--- src/rtl/led_status_driver.sv ---
// Registered LED output stage: latches the hasher PIO pattern and applies a display
// mode (static / blink / chase / off) with global PWM dimming to active-low pins.
module led_status_driver #(
    parameter int NUM_LEDS  = 5,
    parameter int PWM_BITS  = 8,
    parameter int BLINK_DIV = 12500000
) (
    input  logic                clk_50,
    input  logic                global_reset_n,
    input  logic [NUM_LEDS-1:0] pio_val,
    input  logic                pio_we,
    input  logic [1:0]          mode,
    input  logic [PWM_BITS-1:0] duty,
    output logic [NUM_LEDS-1:0] LED,
    output logic                step_tick
);

    localparam int                DIV_W    = (BLINK_DIV > 2) ? $clog2(BLINK_DIV) : 1;
    localparam logic [DIV_W-1:0]  DIV_LAST = DIV_W'(BLINK_DIV - 1);

    typedef enum logic [1:0] {
        MODE_STATIC = 2'd0,
        MODE_BLINK  = 2'd1,
        MODE_CHASE  = 2'd2,
        MODE_OFF    = 2'd3
    } mode_e;

    // Reset synchronizer: assertion is immediate, release is aligned to clk_50.
    logic [1:0] rst_sync_q;
    logic [1:0] rst_sync_d;
    logic       rst_n;

    always_comb begin
        rst_sync_d = {rst_sync_q[0], 1'b1};
    end

    always_ff @(posedge clk_50 or negedge global_reset_n) begin
        if (!global_reset_n) begin
            rst_sync_q <= 2'b00;
        end else begin
            rst_sync_q <= rst_sync_d;
        end
    end

    assign rst_n = rst_sync_q[1];

    // State registers
    mode_e               mode_q,      mode_d;
    logic [NUM_LEDS-1:0] pattern_q,   pattern_d;
    logic [PWM_BITS-1:0] duty_q,      duty_d;
    logic [PWM_BITS-1:0] pwm_cnt_q,   pwm_cnt_d;
    logic [DIV_W-1:0]    div_q,       div_d;
    logic                phase_q,     phase_d;
    logic [NUM_LEDS-1:0] led_q,       led_d;
    logic                step_tick_q, step_tick_d;

    logic                div_at_last;
    logic                step;
    logic                pwm_on;
    logic [NUM_LEDS-1:0] pattern_rot;
    logic [NUM_LEDS-1:0] lit;

    // Rotate-left-by-one with MSB wrapping into bit 0.
    generate
        for (genvar gi = 0; gi < NUM_LEDS; gi++) begin : g_rot
            assign pattern_rot[gi] = pattern_q[(gi + NUM_LEDS - 1) % NUM_LEDS];
        end
    endgenerate

    // Step divider; a load on the terminal-count edge suppresses the step.
    always_comb begin
        div_at_last = (div_q == DIV_LAST);
        step        = div_at_last && !pio_we;
        if (pio_we || div_at_last) begin
            div_d = '0;
        end else begin
            div_d = div_q + 1'b1;
        end
        step_tick_d = step;
    end

    // Free-running PWM; all-ones duty is a true 100 % rather than 255/256.
    always_comb begin
        pwm_cnt_d = pwm_cnt_q + 1'b1;
        pwm_on    = (duty_q == {PWM_BITS{1'b1}}) || (pwm_cnt_q < duty_q);
    end

    // Mode FSM next-state and lit-pattern decode
    always_comb begin
        mode_d    = mode_q;
        pattern_d = pattern_q;
        duty_d    = duty_q;
        phase_d   = phase_q;
        lit       = '0;

        if (pio_we) begin
            mode_d    = mode_e'(mode);
            pattern_d = pio_val;
            duty_d    = duty;
            phase_d   = 1'b1;
        end else if (step) begin
            case (mode_q)
                MODE_BLINK: phase_d   = ~phase_q;
                MODE_CHASE: pattern_d = pattern_rot;
                default:    ;
            endcase
        end

        case (mode_q)
            MODE_STATIC: lit = pattern_q;
            MODE_BLINK:  lit = phase_q ? pattern_q : '0;
            MODE_CHASE:  lit = pattern_q;
            MODE_OFF:    lit = '0;
            default:     lit = '0;
        endcase

        led_d = ~(lit & {NUM_LEDS{pwm_on}});
    end

    always_ff @(posedge clk_50 or negedge rst_n) begin
        if (!rst_n) begin
            mode_q      <= MODE_STATIC;
            pattern_q   <= '0;
            duty_q      <= '1;
            pwm_cnt_q   <= '0;
            div_q       <= '0;
            phase_q     <= 1'b1;
            led_q       <= '1;
            step_tick_q <= 1'b0;
        end else begin
            mode_q      <= mode_d;
            pattern_q   <= pattern_d;
            duty_q      <= duty_d;
            pwm_cnt_q   <= pwm_cnt_d;
            div_q       <= div_d;
            phase_q     <= phase_d;
            led_q       <= led_d;
            step_tick_q <= step_tick_d;
        end
    end

    assign LED       = led_q;
    assign step_tick = step_tick_q;

endmodule

--- config.mk ---
export PLATFORM = sky130hd
export DESIGN_NAME = led_status_driver
export DESIGN_NICKNAME = d
export VERILOG_FILES = /design/src/rtl/led_status_driver.sv
export SDC_FILE = /design/constraint.sdc
export NUM_CORES = 1
export LEC_CHECK = 0
export CAP_MARGIN = 20
export CORE_MARGIN = 5
export CORE_UTILIZATION = 57
export DETAILED_ROUTE_END_ITERATION = 10
export HOLD_SLACK_MARGIN = 0.1
export PLACE_DENSITY = 0.79
export SKIP_LAST_GASP = 1
export SLEW_MARGIN = 20
export SYNTH_ARGS = -nofsm -noshare
export SYNTH_HDL_FRONTEND = slang
export SYNTH_SLANG_ARGS = --single-unit
--- constraint.sdc ---
create_clock -name clk_50 -period 1.8 [get_ports clk_50]
set_input_delay 0.45 -clock clk_50 [delete_from_list [all_inputs] [get_ports clk_50]]
set_output_delay 0.45 -clock clk_50 [all_outputs]
set_load 0.05 [all_outputs]
Word-level counts from Yosys, hierarchy flattened --
Cells that the tools add are included.
Operators by class: add/subtract/negate cells 2, multiply operators 0, div/mod/pow operators 0, magnitude comparators 1, equality and inequality tests 5, shift operators 0, multiplexer cells 9, bitwise gates (word level) 3, reduce and logical (&&, ||, !) cells 11
Operator list (number):
- $add 24x1->24 const B | 1
- $eq 24x24->1 const B | 1
- $mux 24 | 1
- $mux 5 | 4
- $pmux 5 s3 | 1
- $add 8x1->8 const B | 1
- $eq 8x8->1 const B | 1
- $lt 8x8->1 | 1
- $reduce_bool 2->1 | 3
- $and 5x5->5 | 1
- $not 5->5 | 1
- $eq 2x2->1 const B | 2
- $reduce_and 2->1 | 2
- $mux 1 | 3
- $eq 2x1->1 const B | 1
- $logic_not 2->1 | 1
- $logic_or 1x1->1 | 2
- $reduce_or 2->1 | 1
- $logic_and 1x1->1 | 1
- $logic_not 1->1 | 1
- $not 1->1 | 1
Word-level totals: register bits 56, bits in latches 0, memory bits (writable) 0, memory bits (read-only) 0, output and inout bits 6, logic and storage cells 40, memories 0

Logic depth before layout (Yosys ltp) --
Gate-level depths: netlist (run 1).
word-level depth 5, gate-level depth with buffers 7

Least setup slack after synthesis (run 1) --
Ideal clock, no wire load.
kind register to register, start register div_q[0], end register div_q[19], arrival time 1.806 ns, required time 1.670 ns, path slack -0.136 ns, cell stages (with the launch flop) 8, path through dfrtp_1 > ha_1 > nand4_4 > or4_1 > buf_2 > o21ai_2 > buf_4 > a21oi_1
On the way: longest elaborated chain between the ends 3, elaborated cells on any way between the ends 4, classes of those cells add/sub (1); eq/ne (1); mux (1); reduce/logical (1)
RTL lines:
- start: declaration | RTL line 52 | logic [DIV_W-1:0] div_q, div_d;
- start signal: assignment | RTL line 135 | div_q <= div_d;
- branches (longest 2 deep; another with $add 24x1->24)
- $mux 24 * | RTL line 74 | if (pio_we || div_at_last) begin
- named net div_d[19] | RTL line 52
Mark *: on every way through the listed nets, which the timed path passes. A chain may end at the register's enable or synchronous reset.

Worst setup path after layout (run 1) --
start register div_q[0], end register div_q[20]
The elaborated chain is that of the path after synthesis.

==> impl_results.md, run 1 <==
* Synth area leaders: dfrtp_1 (38%), dfstp_2 (13%), ha_1 (4.1%), xnor2_1 (3.8%), o21ai_0 (3.5%)
* Final Instance Area at 3660 um2
* Fin crit share at 101%
* WP data arrival at 2060 ps
* Via density per instance at 5.86
* Delay-heaviest family, CP: simple AND/OR/NAND/NOR gates
* Crit Path Class: reg -> reg
* Share of cells above drive strength 1 at 31.9%
* Final setup fails at 2
* Post-DP Area at 3360 um2
* Starting Density at 58.3%
* Skew-Pair Late Insertion Delay at 320 ps
* CORE AREA at 4690 um2
* Crit-path cells: ha_4 > nand4_4 > or3_4 > or4_4 > a21oi_2
* GRT Util Overall at 21.6%
* Synth top area share at 38.4%
* HPWL Detailed at 4510 um
* Worst path buffer plus inverter count at 0
* Initial drt markers at 164
* Commonest non-fill, non-tap cell in the layout: buf_4
* CTS tree: built
* Cell Area, Synth at 2730 um2
* Simple-gate share of the synthesized area at 19.2%
* Dominant cell type by area after synthesis: dfrtp_1
* Failing checks: setup timing
* Die width at 79.3 um
* Max VDD drop at 0.509 mV
* Clock buffer depth at 2
* CP max stage delay at 500 ps
* Max-Cap Viols at 0
* Fraction of synthesized area in multiplexers at 0.824%
* CTS buffer count at 5
* XOR/XNOR Fraction of Synth Area at 5.45%
* Vias in the first global route at 2334
* Drt pass-1 iters at 4
* Nets at 365
* Synth cell types at 43
* PortBufs at 23
* H-Tree Depth at 2
* Final hold viol count at 0
* DRT antenna net count at 0
* Final Worst Setup Slack at -9.01 ps
* Remaining Overflow, GRT at 0
* Number of synthesized register bits at 56
* Area grow syn2layout at 33.8%
* CTS clk-pin slew, worst paths at 110 ps
* Avg WL per Cell at 16.8 um
* Slew Limit Fails at 0
* Post-Syn Nets at 293
* # diodes at 0
* Die H at 79.3 um
* Lkg Pwr at 1.60 nW
* DRC viols at 0
* Row Count at 25
* Post-synth EDFFs at 0
* Placed insts at 372
* Pre-CTS WS at -76.9 ps
* GPL Wtd Cong at 0.837
* Worst Path Max Fanout at 7
* Status: finished with violations
* DRT met1 WL at 2730 um
* Main combinational cell family by area after synthesis: simple AND/OR/NAND/NOR gates
* Via Count at 2302
* Tmin final at 1810 ps
* Final wirelength at 6620 um
* Antenna violations before repair at 0
* Asr flop ratio synth at 100%
* Largest net degree at the start of global routing at 28
* Hold crit path type: reg -> async
* Met3 WL at 296 um
* CTS Hold Bufs at 0
* First-pass GRT wire length at 10700 um
* Synth Area in Compound Gates at 14.1%
* Power density cells at 714 nW/um2
* Filler instances at 292
* Most frequent cells in the layout: buf_4 (50), dfrtp_1 (41), nand2_1 (20)
* Yosys warnings at 0
* IO Count at 24
* Syn Inst Count at 266
* Adder-cell share of the synthesized area at 4.12%
* Final setup skew at 10.9 ps
* Die Area at 6280 um2
* Clock sinks at 56
* Critical Path RT at 2060 ps
* Clock root buffer master: clkbuf_8
* CP max stage cell: or4_4
* DR top layer: met4
* Fmax at 553 MHz
* Critical path capture point type: register
* Routed wl met2 at 3460 um
* Synthesized area per cell at 10.3 um2
* Nature of the critical path startpoint: register
* Most used DFF post-synth: dfrtp_1
* Sequential share of the synthesized area at 51.9%
* Post-Layout Cell Count at 393
* RSZ-0062 raised after global routing: yes
layer usage:
metal	global-route usage (%)	vias to the layer above
li1	-	1098
met1	26.3	1117
met2	38.0	73
met3	4.08	14
met4	7.90	0
met5	0	-
area by class of cell:
cell class,instances,area [um2],share of cell area [%]
Clock buffer,5,68.8,1.88
Sequential cell,56,1420,38.8
Tap cell,54,67.6,1.85
Inverter,16,60.1,1.64
Clock inverter,3,47.5,1.30
Timing Repair Buffer,74,686,18.7
Multi-Input combinational cell,185,1310,35.8
flip-flops by register name, summed over array words and instances, names as in the netlist:
register    flops
div_q          24
duty_q          8
pwm_cnt_q       8
LED             5
pattern_q       5
mode_q          2
rst_sync_q      2
phase_q         1
step_tick       1
worst paths after layout:
check	startpoint	to	slack, ps	cells after the start
max reg2reg	div_q[0]$_DFF_PN0_	div_q[20]$_DFF_PN0_	-9	5
min	rst_sync_q[1]$_DFF_PN0_	pwm_cnt_q[7]$_DFF_PN0_	140	0
max in group asynchronous	rst_sync_q[1]$_DFF_PN0_	phase_q$_DFFE_PN1P_	1080	1
min reg2reg	rst_sync_q[1]$_DFF_PN0_	pwm_cnt_q[7]$_DFF_PN0_	140	0
min in group clk_50	rst_sync_q[0]$_DFF_PN0_	rst_sync_q[1]$_DFF_PN0_	360	0
max	div_q[0]$_DFF_PN0_	div_q[20]$_DFF_PN0_	-9	5
power breakdown:
group / internal, W / total, W / switching, W
Combinational: 0.000196 / 0.000386 / 0.000190
Sequential: 0.00134 / 0.00139 / 0.0000473
Clock: 0.000420 / 0.000842 / 0.000423
repair_timing:
item	4_1_cts	5_1_grt
buffers inserted	5	7
pin swaps	1	5
resized for setup	3	17
setup endpoints to repair	27	23
cloned	0	1
hold endpoints to repair	0	0
stage by stage:
stage	hold slack (ps)	utilization [%]	TNS (ps)	total power [W]
floorplan	154	-	-40.0	0.00158
global placement	136	71.7	0	0.00176
detailed placement	139	71.7	-388	0.00178
CTS	149	75.3	0	0.00261
global route	161	78.0	-761	0.00272
finish	138	78.0	-9.90	0.00261
logic make-up after synthesis:
family,after synthesis
adders and majority gates,9
xor gates and xnor gates,17
muxes,2
AOI/OAI and AO/OA,61
and+or+nand+nor,94
DFF,56
other,1
buffers and inverters,26
cell usage after synthesis (5+ instances only):
library cell,instances
a21oi_1,11
a2bb2oi_1,5
a31oi_1,5
and3_1,6
dfrtp_1,42
dfstp_2,14
ha_1,9
inv_1,16
nand2_1,21
nand3_1,9
nand4_1,6
nor2_1,19
nor4_1,5
o211ai_1,6
o21ai_0,19
o31ai_1,6
or3_1,6
or4_1,5
xnor2_1,12
xor2_1,5
Note: power is estimated with default switching activity, not from simulation.
==> inputs of run 2 (changes only) <==
--- a/config.mk
+++ b/config.mk
@@ -11,6 +11,7 @@
 export DETAILED_ROUTE_END_ITERATION = 10
 export HOLD_SLACK_MARGIN = 0.1
 export PLACE_DENSITY = 0.79
+export RECOVER_POWER = 100
 export SKIP_LAST_GASP = 1
 export SLEW_MARGIN = 20
 export SYNTH_ARGS = -nofsm -noshare
==> run 2 against run 1 <==
Compared with the run above:
- fmax grew 0.25%
- sequential share of layout area is 0.22 points higher
- largest power group unchanged
- count of clock-buffer cells in the layout stayed put
- power decreased by 0.38%
- the run still ends with setup timing left
- wire length down 0.36%
- non-clock buffer count did not move
- worst hold slack better by 29 ps
==> impl_results.md, run 2 (synthesis gave the netlist of run 1 again) <==
* Vias in the first global route at 2334 (unchanged)
* Lkg Pwr at 1.59 nW (-0.69%)
* Max VDD drop at 0.501 mV (-1.6%)
* Critical path capture point type: register
* Nets at 365 (unchanged)
* GRT Util Overall at 21.6% (unchanged)
* PortBufs at 23 (unchanged)
* CORE AREA at 4690 um2 (unchanged)
* CTS Hold Bufs at 0 (unchanged)
* Launch point of the worst reg-to-reg path: div_q[0]$_DFF_PN0_
* Power density cells at 716 nW/um2 (+0.28%)
* WP data arrival at 2050 ps (about the same)
* HPWL Detailed at 4510 um (unchanged)
* Largest register FFs at 24 (unchanged)
* Critical Path RT at 2050 ps (about the same)
* Hold crit path type: reg -> async
* Final design utilization at 77.5% (-0.51 points)
* First-pass GRT wire length at 10700 um (unchanged)
* IO Count at 24 (unchanged)
* Largest reg by FF count: div_q
* # diodes at 0 (unchanged)
* Share of cells above drive strength 1 at 31.0% (-0.88 points)
* Die H at 79.3 um (unchanged)
* Filler instances at 298 (+2.1%)
* Drt pass-1 iters at 4 (unchanged)
* Antenna violations before repair at 0 (unchanged)
* Final setup fails at 3 (+1)
* Slew margin rel. at 39.8%
* Via Count at 2291 (-0.48%)
* Status: finished with violations
* Worst reg2reg setup slack at -4 ps (about the same)
* Tmin final at 1800 ps (-4.58 ps)
* Largest net degree at the start of global routing at 28 (unchanged)
* CTS tree: built
* Reg2reg path depth at 5 (unchanged)
* CTS buffer count at 5 (unchanged)
* Final setup skew at 12.6 ps (+1.72 ps)
* RSZ-0062 raised after global routing: yes
* Largest registers: div_q x24, duty_q x8, pwm_cnt_q x8
* GPL Wtd Cong at 0.837 (unchanged)
* Worst Path Max Fanout at 7 (unchanged)
* Slew Limit Fails at 0 (unchanged)
* Max-Cap Viols at 0 (unchanged)
* Avg WL per Cell at 16.8 um (-0.36%)
* Skew-Pair Late Insertion Delay at 320 ps (about the same)
* CTS clk-pin slew, worst paths at 100 ps (about the same)
* Via density per instance at 5.83 (-0.48%)
* H-Tree Depth at 2 (unchanged)
* Failing checks: setup timing
* Initial drt markers at 151 (-7.9%)
* Area grow syn2layout at 33.0%
* Die width at 79.3 um (unchanged)
* R2r endpoint: div_q[22]$_DFF_PN0_
* Nature of the critical path startpoint: register
* Worst slew pin tran at 903 ps
* Final wirelength at 6600 um (-0.36%)
* Clock root buffer master: clkbuf_8
* Fin crit share at 100% (-0.25 points)
* Die Area at 6280 um2 (unchanged)
* Clock sinks at 56 (unchanged)
* Crit Path Class: reg -> reg
* Row Count at 25 (unchanged)
* DRC viols at 0 (unchanged)
* Starting Density at 58.3% (unchanged)
* Final hold viol count at 0 (unchanged)
* Clock buffer depth at 2 (unchanged)
* Fmax at 554 MHz (+0.25%)
* Remaining Overflow, GRT at 0 (unchanged)
* Commonest non-fill, non-tap cell in the layout: buf_4
* DRT antenna net count at 0 (unchanged)
* Final Worst Setup Slack at -4.43 ps (+4.58 ps)
* Pre-CTS WS at -76.9 ps (unchanged)
* Most frequent cells in the layout: buf_4 (48), dfrtp_1 (42), nand2_1 (20)
-- run 2: routing by layer --
metal	share of wire (%)	global-route usage (%)	vias to the layer above	wire length, um
met2	53	38.0	63	3470
met3	4.0	4.08	14	267
met1	41	26.3	1113	2730
met5	0	0	-	0
met4	1.9	7.90	0	128
li1	-	-	1101	-
-- run 2: repair_timing --
action / 4_1_cts / 5_1_grt
gates resized for setup: 3 / 17
setup endpoints to repair: 27 / 23
setup buffers: 5 / 7
cloned: 0 / 1
pin swaps: 1 / 5
-- run 2: how the worst max path moves through the flow --
stage / startpoint / end / slack (ps) / cells past startpoint
CTS: div_q[1]$_DFF_PN0_ / div_q[22]$_DFF_PN0_ / 10 / 5
detailed placement: div_q[0]$_DFF_PN0_ / div_q[20]$_DFF_PN0_ / -80 / 5
floorplan: div_q[0]$_DFF_PN0_ / div_q[22]$_DFF_PN0_ / -10 / 6
global placement: div_q[0]$_DFF_PN0_ / div_q[20]$_DFF_PN0_ / 5 / 5
global route: div_q[3]$_DFF_PN0_ / div_q[13]$_DFF_PN0_ / -100 / 5
finish: div_q[0]$_DFF_PN0_ / div_q[22]$_DFF_PN0_ / -4 / 5
-- run 2: layout make-up --
type	instances	area [um2]	area share [%]
sequential	56	1420	39.0
multi-input combinational	185	1310	36.0
timing repair buffer	74	663	18.2
clock buffer	5	68.8	1.89
tap	54	67.6	1.86
inverter	16	60.1	1.65
clock inverter	3	47.5	1.31
-- run 2: through the flow --
| step | cells | hold WS, ps | instance area, um2 | total power, W | setup TNS [ps] |
|---|---|---|---|---|---|
| floorplan | 266 | 154 | 2770 | 0.00158 | -40.0 |
| global placement | 372 | 136 | 3360 | 0.00176 | 0 |
| detailed placement | 372 | 139 | 3360 | 0.00178 | -388 |
| CTS | 385 | 149 | 3530 | 0.00261 | 0 |
| global route | 393 | 213 | 3630 | 0.00271 | -761 |
| finish | 393 | 167 | 3630 | 0.00260 | -7.65 |
-- run 2: where the power goes --
| part | switching, W | leakage [nW] | internal (W) |
|---|---|---|---|
| clock | 0.000421 | 0.0583 | 0.000420 |
| sequential | 0.0000464 | 0.699 | 0.00134 |
| combinational | 0.000189 | 0.828 | 0.000190 |
| total | 0.000656 | 1.59 | 0.00195 |
-- run 2: critical path, cell delays in order (launching register included) --
cell and delay (ps):
dfrtp_1 440, ha_4 170, nand4_4 90, or3_4 430, or4_4 500, a21oi_2 120
==> inputs of run 3 (changes only) <==
--- a/config.mk
+++ b/config.mk
@@ -7,10 +7,10 @@
 export LEC_CHECK = 0
 export CAP_MARGIN = 20
 export CORE_MARGIN = 5
-export CORE_UTILIZATION = 57
+export CORE_UTILIZATION = 61
 export DETAILED_ROUTE_END_ITERATION = 10
 export HOLD_SLACK_MARGIN = 0.1
-export PLACE_DENSITY = 0.79
+export PLACE_DENSITY = 0.84
 export RECOVER_POWER = 100
 export SKIP_LAST_GASP = 1
 export SLEW_MARGIN = 20
==> constraint.sdc (replaced) <==
create_clock -name clk_50 -period 2.15 [get_ports clk_50]
set_input_delay 0.5375 -clock clk_50 [delete_from_list [all_inputs] [get_ports clk_50]]
set_output_delay 0.5375 -clock clk_50 [all_outputs]
set_load 0.05 [all_outputs]
==> run 3 against run 2 <==
Compared with the run above:
- the run now ends clean
- core utilization down 6.3 points
- critical path depth unchanged
- clock power down 31%
- first-iteration DRC count up 6.0%
- global-route usage down 2.3 points
- combinational power down 41%
- wire length down 20%
- final area down 15%
- sequential share of layout area up 6.8 points
- critical endpoint is now div_q[18]$_DFF_PN0_
==> impl_results.md, run 3 (synthesis gave the netlist of run 1 again) <==
* Setup TNS at 0 ps (+7.65 ps)
* Clock buffer depth at 2 (unchanged)
* WP data arrival at 2270 ps (+220 ps)
* Crit-path cells: ha_1 > nand4_4 > or3_4 > or4_4 > a21oi_1
* Worst slew pin tran at 1350 ps (+447 ps)
* Die H at 76.9 um (-2.9%)
* PortBufs at 23 (unchanged)
* Largest net degree at the start of global routing at 35 (+25%)
* R2r endpoint: div_q[18]$_DFF_PN0_
* Row Count at 24 (-4.0%)
* Post-CTS Setup Bufs at 0 (-5)
* Lkg Pwr at 1.31 nW (-18%)
* Remaining Overflow, GRT at 0 (unchanged)
* Fin Hold WS at 365 ps (+198 ps)
* Initial drt markers at 160 (+6.0%)
* Crit path from: div_q[0]$_DFF_PN0_
* Status: finished clean
* Via density per instance at 5.86 (+0.57%)
* RSZ-0062 raised after global routing: no
* Final wirelength at 5300 um (-20%)
* Hold Path Stages at 0
* Fin crit share at 94.8% (-5.5 points)
* DRC viols at 0 (unchanged)
* Hold crit path type: reg -> reg
* Final hold viol count at 0 (unchanged)
* Largest registers: div_q x24, duty_q x8, pwm_cnt_q x8
* Launch point of the worst reg-to-reg path: div_q[0]$_DFF_PN0_
* Vias in the first global route at 1989 (-15%)
* CTS clk-pin slew, worst paths at 90 ps (about the same)
* Via Count at 2046 (-11%)
* Hold EP: rst_sync_q[1]$_DFF_PN0_
* Power density cells at 632 nW/um2 (-12%)
* Worst path buffer plus inverter count at 0 (unchanged)
* Nature of the critical path startpoint: register
* Max-Cap Viols at 0 (unchanged)
* Power, Total at 0.00196 W (-25%)
* Critical path capture point type: register
* GPL Wtd Cong at 0.799 (-4.6%)
* Final setup skew at 8.64 ps (-3.98 ps)
* Reg2reg path depth at 5 (unchanged)
* Filler instances at 334 (+12%)
* CP max stage cell: or4_4
* Antenna violations before repair at 0 (unchanged)
* # diodes at 0 (unchanged)
* Largest register FFs at 24 (unchanged)
* First-pass GRT wire length at 9250 um (-13%)
* Slew margin rel. at 10.0% (-30 points)
* CTS tree: built
* H-Tree Depth at 2 (unchanged)
* Worst reg2reg setup slack at 110 ps (+120 ps)
* Die width at 76.9 um (-2.9%)
* Share of cells above drive strength 1 at 12.5% (-19 points)
* Hold Crit Start: rst_sync_q[0]$_DFF_PN0_
* Max VDD drop at 0.303 mV (-40%)
* Slew Limit Fails at 0 (unchanged)
* IO Count at 24 (unchanged)
* Area grow syn2layout at 13.3%
* CTS buffer count at 5 (unchanged)
* HPWL Detailed at 3910 um (-13%)
* Nets at 323 (-12%)
* Final setup fails at 0 (-3)
* Worst Path Max Fanout at 9 (+2)
* Starting Density at 62.8% (+4.5 points)
* DRT antenna net count at 0 (unchanged)
* Delay-heaviest family, CP: simple AND/OR/NAND/NOR gates
* Critical Path RT at 2380 ps (+330 ps)
* Skew-Pair Late Insertion Delay at 310 ps (about the same)
* Clock sinks at 56 (unchanged)
* Avg WL per Cell at 15.2 um (-9.5%)
* Commonest non-fill, non-tap cell in the layout: dfrtp_1
* Fmax at 491 MHz (-11%)
* Post-cts gate resize count at 0 (-3)
* Tmin final at 2040 ps (+233 ps)
* CP max stage delay at 500 ps (about the same)
* CTS Hold Bufs at 0 (unchanged)
* GRT Util Overall at 19.3% (-2.3 points)
* Most frequent cells in the layout: dfrtp_1 (42), nand2_1 (21), o21ai_0 (20)
* Die Area at 5920 um2 (-5.7%)
* Drt pass-1 iters at 4 (unchanged)
* Clock root buffer master: clkbuf_8
* Largest reg by FF count: div_q
* Crit Path Class: reg -> reg
* CORE AREA at 4350 um2 (-7.2%)
## run 3: changes by cell type in the layout (fill, tap and decap cells not counted), sizes merged
cell,before,now
bufinv,1,0
clkbuf,8,18
clkinv,2,0
or4,10,9
dlygate4sd3,2,3
buf,54,5
## run 3: per-layer routing
layer  vias up  part of all wire, %  GRT usage, %
met5         -                    0             0
met4         0                  2.1          7.69
met3        11                  4.4          4.10
met2        49                   49          31.6
met1       971                   44          24.9
li1       1015                    -             -
## run 3: cell type report
| cell class | instances | area, um2 | share of cell area [%] |
|---|---|---|---|
| sequential | 56 | 1420 | 45.8 |
| multi-input combinational | 184 | 1190 | 38.5 |
| timing repair buffer | 33 | 270 | 8.72 |
| clock buffer | 8 | 90.1 | 2.91 |
| tap | 52 | 65.1 | 2.10 |
| inverter | 16 | 60.1 | 1.94 |
## run 3: power by group
part / total (W) / switching, W / internal [W]
sequential: 0.00116 / 0.0000374 / 0.00112
clock: 0.000581 / 0.000318 / 0.000263
combinational: 0.000222 / 0.000136 / 0.0000854
total: 0.00196 / 0.000492 / 0.00147
## run 3: worst max-delay path by stage
stage	to	slack [ps]	cells past startpoint
after floorplan	div_q[19]$_DFF_PN0_	210	7
after global placement	div_q[18]$_DFF_PN0_	150	5
after detailed placement	div_q[18]$_DFF_PN0_	50	5
after CTS	div_q[22]$_DFF_PN0_	30	5
after global routing	div_q[11]$_DFF_PN0_	40	6
final	div_q[18]$_DFF_PN0_	110	5
## run 3: through the flow
step | utilization, % | setup WS [ps] | std cells | cell area, um2
6_report | 71.1 | 112 | 349 | 3100
5_1_grt | 71.1 | 37.2 | 349 | 3100
4_1_cts | 72.4 | 31.9 | 349 | 3150
3_5_place_dp | 70.3 | 54.6 | 341 | 3060
3_3_place_gp | 70.3 | 146 | 341 | 3060
2_1_floorplan | - | 214 | 266 | 2730
## run 3: worst register-to-register path: stages, from the launching register on
cell and delay, ps:
dfrtp_1 390, ha_1 260, nand4_4 150, or3_4 480, or4_4 500, a21oi_1 190
